**config.mk**
```make
export PLATFORM = sky130hd
export DESIGN_NAME = keypad_scan
export DESIGN_NICKNAME = d
export VERILOG_FILES = /design/src/rtl/game_pkg.sv /design/src/rtl/keypad_tick_gen.sv /design/src/rtl/keypad_scan.sv
export SDC_FILE = /design/constraint.sdc
export NUM_CORES = 1
export LEC_CHECK = 0
export CAP_MARGIN = 20
export CORE_ASPECT_RATIO = 1.75
export CORE_MARGIN = 1
export CORE_UTILIZATION = 59
export DETAILED_ROUTE_END_ITERATION = 6
export GPL_TIMING_DRIVEN = 0
export HOLD_SLACK_MARGIN = 0.1
export PLACE_DENSITY_LB_ADDON = 0.1
export SLEW_MARGIN = 20
export SYNTH_ARGS = -nofsm -noshare
export SYNTH_HDL_FRONTEND = slang
export SYNTH_SLANG_ARGS = --single-unit
```
**constraint.sdc**
```tcl
create_clock -name clk -period 4.1 [get_ports clk]
set_clock_uncertainty 0.2 [all_clocks]
set_input_delay 0.82 -clock clk [delete_from_list [all_inputs] [get_ports clk]]
set_output_delay 0.82 -clock clk [all_outputs]
set_load 0.05 [all_outputs]
```
**src/rtl/game_pkg.sv**
```systemverilog
// game_pkg: key code constants, key code type and keypad FSM state enum.
package game_pkg;
  typedef logic [3:0] key_code_t;
  localparam key_code_t KEY_NONE = 4'd0;
  localparam key_code_t KEY_STAR = 4'd10;
  localparam key_code_t KEY_ZERO = 4'd11;
  localparam key_code_t KEY_HASH = 4'd12;
  typedef enum logic [1:0] {SCAN, DEB_PRESS, PRESSED, DEB_RELEASE} kp_state_t;
  // Row 3 lands on 10/11/12 naturally, giving '*', '0', '#'.
  function automatic key_code_t key_code(input logic [1:0] row, input logic [1:0] col);
    return key_code_t'({2'b00, row}) * 4'd3 + {2'b00, col} + 4'd1;
  endfunction
endpackage

```
**src/rtl/keypad_tick_gen.sv**
```systemverilog
// keypad_tick_gen: column phase timer; strobes the last clock of each phase
// and of each three-column frame.
module keypad_tick_gen #(
  parameter int SCAN_DIV = 25000
) (
  input  logic       clk,
  input  logic       rst_n,
  output logic [1:0] col_o,
  output logic       phase_end_o,
  output logic       frame_end_o
);
  localparam int CW = $clog2(SCAN_DIV);
  logic [CW-1:0] cnt_q, cnt_d;
  logic [1:0]    col_q, col_d;
  assign phase_end_o = cnt_q == CW'(SCAN_DIV - 1);
  assign frame_end_o = phase_end_o && col_q == 2'd2;
  assign cnt_d = phase_end_o ? '0 : cnt_q + 1'b1;
  assign col_d = !phase_end_o ? col_q : col_q == 2'd2 ? 2'd0 : col_q + 2'd1;
  assign col_o = col_q;
  always_ff @(posedge clk or negedge rst_n)
    if (!rst_n) begin
      cnt_q <= '0;
      col_q <= 2'd0;
    end else begin
      cnt_q <= cnt_d;
      col_q <= col_d;
    end
endmodule

```
**src/rtl/keypad_scan.sv**
```systemverilog
// keypad_scan: 3x4 keypad scanner with ghost rejection and debounce.
// Define KEYPAD_SCAN_REPEAT_EN to re-pulse key_valid while a key is held.
module keypad_scan
  import game_pkg::*;
#(
  parameter int SCAN_DIV        = 25000,
  parameter int DEBOUNCE_FRAMES = 8,
  parameter int REPEAT_FRAMES   = 200
) (
  input  logic       clk,
  input  logic       rst_n,
  output logic [2:0] key_col,
  input  logic [3:0] key_row,
  output logic [3:0] key_data,
  output logic       key_valid
);
  localparam int DW = $clog2(DEBOUNCE_FRAMES + 1);
  logic [1:0] col;
  logic       phase_end, frame_end;
  logic [3:0] row_s1_q, row_s2_q;
  logic       acc_any_q, acc_multi_q, any_d, multi_d, row_any, row_one;
  key_code_t  acc_code_q, code_d, frame_code, cand_q, key_data_q;
  logic [1:0] row_idx;
  kp_state_t  state_q;
  logic [DW-1:0] deb_q;
  logic       key_valid_q, fresh, press_ok, release_ok;
  int         deb_inc, press_cnt;

  keypad_tick_gen #(.SCAN_DIV(SCAN_DIV)) u_tick (
    .clk(clk), .rst_n(rst_n), .col_o(col), .phase_end_o(phase_end), .frame_end_o(frame_end)
  );

  assign key_col   = 3'b001 << col;
  assign key_data  = key_data_q;
  assign key_valid = key_valid_q;

  // Frame accumulation: a second key anywhere in the frame marks it as ghosted.
  assign row_any    = |row_s2_q;
  assign row_one    = row_any && ((row_s2_q & (row_s2_q - 4'd1)) == 4'd0);
  assign row_idx    = row_s2_q[0] ? 2'd0 : row_s2_q[1] ? 2'd1 : row_s2_q[2] ? 2'd2 : 2'd3;
  assign any_d      = acc_any_q | row_any;
  assign multi_d    = acc_multi_q | (row_any && (!row_one || acc_any_q));
  assign code_d     = row_any ? key_code(row_idx, col) : acc_code_q;
  assign frame_code = (any_d && !multi_d) ? code_d : KEY_NONE;

  assign fresh      = state_q == SCAN || frame_code != cand_q;
  assign deb_inc    = int'(deb_q) + 1;
  assign press_cnt  = fresh ? 1 : deb_inc;
  assign press_ok   = press_cnt >= DEBOUNCE_FRAMES;
  assign release_ok = (state_q == PRESSED ? 1 : deb_inc) >= DEBOUNCE_FRAMES;

  always_ff @(posedge clk or negedge rst_n)
    if (!rst_n) begin
      row_s1_q    <= '0;
      row_s2_q    <= '0;
      acc_any_q   <= 1'b0;
      acc_multi_q <= 1'b0;
      acc_code_q  <= KEY_NONE;
    end else begin
      row_s1_q <= key_row;
      row_s2_q <= row_s1_q;
      if (phase_end) begin
        acc_any_q   <= frame_end ? 1'b0 : any_d;
        acc_multi_q <= frame_end ? 1'b0 : multi_d;
        acc_code_q  <= frame_end ? KEY_NONE : code_d;
      end
    end

`ifdef KEYPAD_SCAN_REPEAT_EN
  localparam int RW = $clog2(REPEAT_FRAMES + 1);
  logic [RW-1:0] rep_q;
`else
  logic unused_repeat;
  assign unused_repeat = ^REPEAT_FRAMES;
`endif

  always_ff @(posedge clk or negedge rst_n)
    if (!rst_n) begin
      state_q     <= SCAN;
      cand_q      <= KEY_NONE;
      deb_q       <= '0;
      key_data_q  <= KEY_NONE;
      key_valid_q <= 1'b0;
`ifdef KEYPAD_SCAN_REPEAT_EN
      rep_q       <= '0;
`endif
    end else begin
      key_valid_q <= 1'b0;
      if (frame_end) begin
        case (state_q)
          SCAN, DEB_PRESS: begin
            if (frame_code == KEY_NONE) begin
              state_q <= SCAN;
            end else begin
              cand_q <= frame_code;
              deb_q  <= DW'(press_ok ? DEBOUNCE_FRAMES : press_cnt);
              if (press_ok) begin
                state_q     <= PRESSED;
                key_data_q  <= frame_code;
                key_valid_q <= 1'b1;
`ifdef KEYPAD_SCAN_REPEAT_EN
                rep_q       <= '0;
`endif
              end else begin
                state_q <= DEB_PRESS;
              end
            end
          end
          PRESSED, DEB_RELEASE: begin
            if (frame_code == KEY_NONE) begin
              deb_q <= DW'(release_ok ? DEBOUNCE_FRAMES : (state_q == PRESSED ? 1 : deb_inc));
              if (release_ok) begin
                state_q    <= SCAN;
                key_data_q <= KEY_NONE;
              end else begin
                state_q <= DEB_RELEASE;
              end
            end else if (state_q == DEB_RELEASE) begin
              state_q <= PRESSED;
`ifdef KEYPAD_SCAN_REPEAT_EN
              rep_q   <= '0;
`endif
            end else begin
`ifdef KEYPAD_SCAN_REPEAT_EN
              rep_q       <= (int'(rep_q) + 1 >= REPEAT_FRAMES) ? '0 : rep_q + 1'b1;
              key_valid_q <= int'(rep_q) + 1 >= REPEAT_FRAMES;
`endif
            end
          end
          default: state_q <= SCAN;
        endcase
      end
    end
endmodule

```
# Word level (Yosys, flattened, before mapping)
# Cells that the tools add are included.
[totals]
output_inout_bits = 8
word_cells = 87
ff_bits = 46
[classes]
n_shift = 1
addsub = 6
order_cmp = 2
mul = 1
bitwise = 4
n_eq_ne = 11
n_reduce_logical = 18
mux = 32
[ops]
columns = ["op", "count"]
rows = [
  ["4-bit two-way mux", 11],
  ["2-bit two-way mux", 8],
  ["4-bit one-hot mux with 2 select lines", 2],
  ["15-bit by 1-bit adder with 15-bit output, second input constant", 1],
  ["15-bit equality test, second input constant", 1],
  ["15-bit two-way mux", 1],
  ["5-bit by 4-bit greater-or-equal comparator with 1-bit output, second input constant", 2],
  ["5-bit two-way mux", 2],
  ["4-bit logical NOT", 2],
  ["2-bit != test, second input constant", 4],
  ["1-bit two-way mux", 7],
  ["2-bit equality test, second input constant", 3],
  ["3-bit AND reduction", 2],
  ["4-bit by 1-bit adder with 5-bit output, second input constant", 1],
  ["5-bit AND reduction", 1],
  ["4-bit by 1-bit adder with 4-bit output, second input constant", 1],
  ["4-bit by 2-bit adder with 4-bit output", 1],
  ["4-bit AND", 1],
  ["1-bit logical AND", 4],
  ["2-bit by 2-bit multiplier with 4-bit output, second input constant", 1],
  ["4-bit != test", 1],
  ["2-bit one-hot mux with 2 select lines", 1],
  ["2-bit OR reduction", 2],
  ["4-bit OR reduction", 1],
  ["11 further kinds", 14],
]

# Longest topological paths before layout
# Gate-level depths: netlist (run 1).
[logic_depth]
ltp_word = 19
depth_mapped = 14
mapped_depth_nobuf = 12

# Hierarchy
# Synthesis (run 1) repeated with hierarchy kept, for this count alone.
[hier_totals]
hier_cells = 236
area_unflattened_um2 = 2412.3
[by_module_without_submodules]
columns = ["mod", "seq_area_each_um2", "instances", "area_each_um2", "cells_each"]
rows = [
  ["keypad_scan", 725.7, 1, 1587.8, 160],
  ["keypad_tick_gen", 425.4, 1, 824.5, 76],
]

# Worst setup path before layout (run 1)
# Ideal clock, no wire load.
[synth_path]
path_type = "reg-to-reg"
start = "register row_s2_q[0]"
end = "register deb_q[2]"
required_ps = 3779
period_less_slack_ps = 3419
path_stages_with_launch = 14
path_slack_ps = 681
setup_ps = 121
arrival_ps = 3098
cell_sequence = "dfrtp_1 buf_6 nor2_1 inv_1 fa_1 inv_1 fa_1 xor2_1 nor2_1 nand2_1 o311ai_2 xnor2_1 a31o_2 a22o_1"
[synth_via]
elab_chain_cells = 18
elab_cells_between_ends = 29
classes_between = "3 x add/sub; 1 x mul; 1 x order compare; 3 x eq/ne; 7 x mux; 3 x bitwise; 11 x reduce/logical"
[synth_lines]
columns = ["item", "line", "source"]
rows = [
  ["start, declared", "keypad_scan.sv:20", "logic [3:0] row_s1_q, row_s2_q;"],
  ["start signal, assigned", "keypad_scan.sv:61", "row_s2_q <= row_s1_q;"],
  ["parallel branches: the longest is 10 deep, another holds 2-bit by 2-bit multiplier with 4-bit output", "n/a", ""],
  ["4-bit two-way mux *", "keypad_scan.sv:44", "assign frame_code = (any_d && !multi_d) ? code_d : KEY_NONE;"],
  ["4-bit != test", "keypad_scan.sv:46", "assign fresh = state_q == SCAN || frame_code != cand_q;"],
  ["1-bit logical OR", "keypad_scan.sv:46", ""],
  ["5-bit two-way mux", "keypad_scan.sv:48", "assign press_cnt = fresh ? 1 : deb_inc;"],
  ["5-bit by 4-bit greater-or-equal comparator with 1-bit output", "keypad_scan.sv:49", "assign press_ok = press_cnt >= DEBOUNCE_FRAMES;"],
  ["4-bit two-way mux", "keypad_scan.sv:96", "deb_q <= DW'(press_ok ? DEBOUNCE_FRAMES : press_cnt);"],
  ["4-bit two-way mux", "keypad_scan.sv:92", "if (frame_code == KEY_NONE) begin"],
  ["4-bit one-hot mux with 2 select lines", "keypad_scan.sv:90", "case (state_q)"],
  ["end signal, assigned", "keypad_scan.sv:96", ""],
  ["end signal, assigned", "keypad_scan.sv:111", "deb_q <= DW'(release_ok ? DEBOUNCE_FRAMES : (state_q == PRESSED ? 1 : deb_inc));"],
  ["end, declared", "keypad_scan.sv:25", "logic [DW-1:0] deb_q;"],
]
# Every way passes the cells marked *. The select of a mux whose other input is x is not followed.
# A chain may end at the register's enable or synchronous reset.

# Worst setup path after layout (run 1)
[layout_path]
start = "register row_s2_q[1]"
end = "register deb_q[2]"
[layout_via]
elab_chain_cells = 18
elab_cells_between_ends = 30
classes_between = "3 x add/sub; 1 x mul; 1 x order compare; 3 x eq/ne; 8 x mux; 3 x bitwise; 11 x reduce/logical"
[layout_lines]
columns = ["item", "line"]
rows = [
  ["parallel branches: the longest is 10 deep, another holds 2-bit by 2-bit multiplier with 4-bit output", "n/a"],
  ["4-bit two-way mux *", "keypad_scan.sv:44"],
  ["4-bit != test", "keypad_scan.sv:46"],
  ["1-bit logical OR", "keypad_scan.sv:46"],
  ["5-bit two-way mux", "keypad_scan.sv:48"],
  ["5-bit by 4-bit greater-or-equal comparator with 1-bit output", "keypad_scan.sv:49"],
  ["4-bit two-way mux", "keypad_scan.sv:96"],
  ["4-bit two-way mux", "keypad_scan.sv:92"],
  ["4-bit one-hot mux with 2 select lines", "keypad_scan.sv:90"],
]
# Marked as above.

==> impl_metrics.ini, run 1 <==
[outcome]
status = finished, final reports clean

[sta]
maxSlewHeadroom_pct = 42.0
hold_viol_final = 0
setup_viol = 0
rsz0062_at_grt = no
slew_violations = 0
totalNegativeSetupSlack_ns = 0
max_freq_mhz = 262
min_period_ns = 3.82
tightest_slew_ns = 0.863
finalCritPeriodShare_pct = 93.2

[route]
drc = 0
drt_iter0_drc = 46
ant_nets = 0
drt-total-wl_um = 4480
vias_per_cell = 5.74
route.detailed.wl_per_inst_um = 14.1
firstDrtPassIters = 4
dr_total_vias = 1820

[clock_tree]
holdBufCountCts = 0
cts_tree = yes
htree_levels = 2
cts.path.max_buffers = 2
root_buffer = clkbuf_8
clock_sinks = 46
clk_pin_slew_worst_paths_ns = 0.08
cts_buffers = 5
cts.repair.resized = 0
clk_latency_ns = 0.30
postCtsSetupRepairBufs = 0

[setup_path]
critPathKind = flop to flop
crit_required_ns = 4.09
cp.arrival_ns = 3.81
crit_start = row_s2_q[1]$_DFF_PN0_
worstSetupEndpointType = flop
cp_slowest_stage_delay_ns = 0.52
ff2ff_setup_slack_ns = 0.28
worst_setup_path_start_kind = flop
critPathMaxFanout = 8
crit_path_top_delay_cell = o311ai_2
cp_cell_sequence = buf_4, nor2_1, inv_1, fa_1, inv_1, fa_1, xor2_1, nor2_1, nand2_1, o311ai_2, xnor2_1, a31o_2, a22o_1
r2r-start = row_s2_q[1]$_DFF_PN0_

[global_route]
antenna_found_initial = 0
grt_max_degree = 27
grt_pass1_vias = 1764
grt_pass1_wl_um = 7700
track_usage_pct = 23.6
overflow = 0

[synthesis]
ys_ff_latch = 46
syn-num-nets = 260
seq_area_frac_synth_pct = 46.9
yosysUniqueCellTypes = 52
syn_area_um2 = 2450
synth_edf_count = 0
synth-main-ff-cell = dfrtp_1
async_flop_share_pct = 100
avgSynthCellArea_um2 = 9.93
yosysWarningCount = 0
synth_cells = 247

[layout]
final_nets = 281
final_core_util_pct = 69.9
syn_to_final_growth_pct = 12.3
n_antenna_cell = 0
layout_commonest_cell = dfrtp_1
fill_cells = 336
final_cell_mix = 46 x dfrtp_1, 37 x nand2_1, 25 x nor2_1
finalInstanceArea_um2 = 2760
drive_gt1_share_pct = 11.2

[hold_path]
hold_path.class = flop to flop
min-delay-start = row_s1_q[2]$_DFF_PN0_

[die]
core_area_um2 = 3940
die_width_um = 50.7
start_util_pct = 62.2
die-area_um2 = 4430
num_io_pins = 14
placementRows = 30
die_h_um = 87.3

[job]
drv_cap = 0

[place]
port_buffers = 13
gp_congestion = 0.848
placed_area_um2 = 2660
dp_hpwl_um = 3410

[pwr]
power_w = 0.000815
peakVddDrop_mv = 0.212
p_per_area_nw_per_um2 = 296
p_leak_nw = 1.26
-- synth_stat cells, types with 2 or more instances --
library cell,number,share of area (%)
a21boi_0,2,0.61
a21o_1,4,1.2
a21oi_1,7,1.4
a31o_2,3,1.1
a31oi_1,2,0.51
a32oi_1,2,0.71
and2_1,2,0.51
and3_1,5,1.3
and4_1,3,1.1
buf_4,2,0.61
buf_6,3,1.4
clkbuf_1,2,0.31
dfrtp_1,46,47
fa_1,2,1.6
ha_1,5,2.6
inv_1,11,1.7
mux2i_1,7,2.9
nand2_1,37,5.7
nand3_1,9,1.8
nand4_1,4,1.0
nor2_1,25,3.8
nor3_1,5,1.0
nor4_1,2,0.51
o21ai_0,12,2.4
or3_1,3,0.77
xnor2_1,6,2.1
xor2_1,11,3.9
-- worst max-delay path: cells and delay by family (launching register included) --
kind / cells / cell delay [ns]
compound gates: 3 / 1.01
xor+xnor: 2 / 0.49
simple gates: 3 / 0.43
buf+inv: 3 / 0.31
flops: 1 / 0.36
fa+ha+maj: 2 / 0.90
-- cell families after synthesis --
kind of cell               count (synthesis)  share of synthesized area (%)
AOI/OAI and AO/OA                         40                           11.2
DFF                                       46                           46.9
muxes                                      9                           4.23
xor gates and xnor gates                  17                           6.07
buffers and inverters                     19                           4.39
adders and majority gates                  7                           4.18
and+or+nand+nor                          109                           23.0
-- final timing paths --
| path | end | depth (start not counted) |
|---|---|---|
| min | row_s2_q[2]$_DFF_PN0_ | 0 |
| max | deb_q[2]$_DFFE_PN0P_ | 13 |
| max reg2reg | deb_q[2]$_DFFE_PN0P_ | 13 |
| min reg2reg | row_s2_q[2]$_DFF_PN0_ | 0 |
| max in group asynchronous | u_tick.cnt_q[7]$_DFF_PN0_ | 2 |
| min in group asynchronous | acc_multi_q$_DFFE_PN0N_ | 1 |
-- registers in the layout, indices dropped and copies added (netlist names) --
name and flops:
u_tick.cnt_q 15, key_data 4, cand_q 4, acc_code_q 4
state_q 2, acc_multi_q 1, row_s2_q 4, u_tick.col_o 2
acc_any_q 1, key_valid 1, row_s1_q 4, deb_q 4
-- stage by stage --
step                      hold WS, ns  instances  worst slack, ns
after global routing            0.167        317           0.0365
after detailed placement        0.140        309            0.298
after floorplan                 0.131        247            0.681
final                           0.155        317            0.279
after global placement          0.132        308            0.335
after CTS                       0.160        317            0.275
-- power by group --
part	internal, W	switching [W]
clock network	0.000136	0.000144
registers	0.000457	0.00000188
logic	0.0000301	0.0000455
total	0.000623	0.000191
-- routing by layer --
metal	wire, µm	vias to the layer above	part of all wire [%]	global-route usage, %
met4	86	0	1.9	12.4
li1	-	901	-	-
met2	2420	30	54	43.5
met1	1870	883	42	24.6
met5	0	-	0	0
met3	104	6	2.3	4.54
-- layout make-up --
type / instances / area (µm²) / area share [%]
Multi-Input combinational cell: 182 / 1200 / 43.6
Sequential cell: 46 / 1150 / 41.8
Timing Repair Buffer: 14 / 145 / 5.27
Clock buffer: 7 / 86.3 / 3.13
Buffer: 8 / 66.3 / 2.41
Tap cell: 48 / 60.1 / 2.18
Inverter: 11 / 41.3 / 1.50
Clock inverter: 1 / 5.00 / 0.182
Power figures use the tool's default switching activity.
==> run 2: changes to the inputs <==
- CAP_MARGIN: 20 -> unset
==> results of run 2 <==
Final layout, timing and power as in run 1 (identical DEF).
==> run 3: changes to the inputs <==
- RECOVER_POWER: unset -> 25
==> run 3 against run 2 <==
  * Die area unchanged
  * Cell count did not move
  * Fmax did not move
  * Core utilization about the same
  * First-iteration DRC count is the same
  * Largest power group unchanged
==> impl_metrics.ini, run 3 (synthesized netlist as in run 1, its figures left out) <==
[die]
die-area_um2 = 4430
die_h_um = 87.3
die_width_um = 50.7
placementRows = 30
num_io_pins = 14
start_util_pct = 62.2
core_area_um2 = 3940

[clock_tree]
clock_sinks = 46
cts.repair.resized = 0
cts_buffers = 5
root_buffer = clkbuf_8
cts.path.max_buffers = 2
holdBufCountCts = 0
postCtsSetupRepairBufs = 0
clk_pin_slew_worst_paths_ns = 0.08
clk_latency_ns = 0.30
cts_tree = yes
htree_levels = 2

[place]
gp_congestion = 0.848
port_buffers = 13
placed_area_um2 = 2660
dp_hpwl_um = 3410
dp_cells = 309

[layout]
final_nets = 281
finalInstanceArea_um2 = 2750
drive_gt1_share_pct = 10.8
fill_cells = 336
fin_cells = 317
register_area_um2 = 1150
final_cell_mix = 46 x dfrtp_1, 37 x nand2_1, 25 x nor2_1
final_core_util_pct = 69.9
multiInputGateArea_um2 = 1200
n_antenna_cell = 0
top_register = u_tick.cnt_q
largest_reg_flops = 15
layout_commonest_cell = dfrtp_1
syn_to_final_growth_pct = 12.3

[route]
drt-total-wl_um = 4480
firstDrtPassIters = 4
route.detailed.wl_per_inst_um = 14.1
dr_total_vias = 1820
vias_per_cell = 5.74
ant_nets = 0
drt_iter0_drc = 46
drc = 0

[sta]
totalNegativeSetupSlack_ns = 0
maxSlewHeadroom_pct = 23.0
min_period_ns = 3.82
tightest_slew_ns = 1.16
hold_viol_final = 0
max_freq_mhz = 262
rsz0062_at_grt = no
slew_violations = 0
setup_viol = 0
finalCritPeriodShare_pct = 93.2

[hold_path]
hold_depth = 0
hold_path.class = flop to flop
holdPathEnd = row_s2_q[2]$_DFF_PN0_
min-delay-start = row_s1_q[2]$_DFF_PN0_

[job]
drv_cap = 0

[pwr]
p_per_area_nw_per_um2 = 296
power_w = 0.000814
peakVddDrop_mv = 0.212
p_leak_nw = 1.25

[setup_path]
crit_path_top_delay_cell = o311ai_2
r2r_end = deb_q[2]$_DFFE_PN0P_
worstSetupEndpointType = flop
cp.arrival_ns = 3.81
crit_required_ns = 4.09
cp_slowest_stage_delay_ns = 0.52
cp_cell_sequence = buf_4, nor2_1, inv_1, fa_1, inv_1, fa_1, xor2_1, nor2_1, nand2_1, o311ai_2, xnor2_1, a31o_2, a22o_1
ff2ff_setup_slack_ns = 0.28
r2r-start = row_s2_q[1]$_DFF_PN0_
critPathMaxFanout = 8
worst_setup_path_start_kind = flop
r2r_cells = 13
critPathKind = flop to flop

[global_route]
overflow = 0
grt_max_degree = 27
grt_pass1_wl_um = 7700
track_usage_pct = 23.6
antenna_found_initial = 0
grt_pass1_vias = 1764

[outcome]
status = finished, final reports clean
-- run 3: changes by cell type in the layout (fill, tap and decap cells not counted) --
cell / before / now
buf_2: 1 / 0
clkbuf_1: 3 / 4
-- run 3: how the worst max path moves through the flow --
stage	slack (ns)	end	startpoint	cells after the start
after floorplan	0.68	deb_q[2]$_DFFE_PN0P_	row_s2_q[0]$_DFF_PN0_	13
after global placement	0.34	deb_q[3]$_DFFE_PN0P_	row_s2_q[1]$_DFF_PN0_	13
after detailed placement	0.30	deb_q[2]$_DFFE_PN0P_	row_s2_q[0]$_DFF_PN0_	13
after CTS	0.27	deb_q[3]$_DFFE_PN0P_	row_s2_q[0]$_DFF_PN0_	13
after global routing	0.04	deb_q[2]$_DFFE_PN0P_	row_s2_q[1]$_DFF_PN0_	13
final	0.28	deb_q[2]$_DFFE_PN0P_	row_s2_q[1]$_DFF_PN0_	13
-- run 3: per-layer routing --
layer	vias to the layer above	global-route usage, %	wire length [µm]
li1	901	-	-
met1	883	24.6	1870
met2	30	43.5	2420
met3	6	4.54	103
met4	0	12.4	86
met5	-	0	0
-- run 3: stage by stage --
stage	hold slack, ns	setup WS, ns
after detailed placement	0.140	0.298
after global placement	0.132	0.335
after global routing	0.167	0.0365
after CTS	0.160	0.275
after floorplan	0.131	0.681
final	0.155	0.279
-- run 3: where the power goes --
part           leakage (nW)  internal [W]  switching (W)
clock network        0.0482      0.000136       0.000144
registers             0.610      0.000457     0.00000188
logic                 0.596     0.0000299      0.0000455
total                  1.25      0.000623       0.000191
-- run 3: area by class of cell --
| type | instances | share of cell area [%] |
|---|---|---|
| Sequential cell | 46 | 41.8 |
| Timing Repair Buffer | 14 | 5.22 |
| Multi-Input combinational cell | 182 | 43.6 |
| Buffer | 8 | 2.41 |
| Clock buffer | 7 | 3.13 |
| Tap cell | 48 | 2.18 |
| Inverter | 11 | 1.50 |
| Clock inverter | 1 | 0.182 |
-- run 3: worst max-delay path, delay by kind of cell, from the launching register on --
kind                     cells  cell delay, ns
AO/OA/AOI/OAI                3            1.01
XOR/XNOR                     2            0.49
adder cells (fa/ha/maj)      2            0.90
buffers and inverters        3            0.31
flip-flops                   1            0.36
AND/OR/NAND/NOR              3            0.43
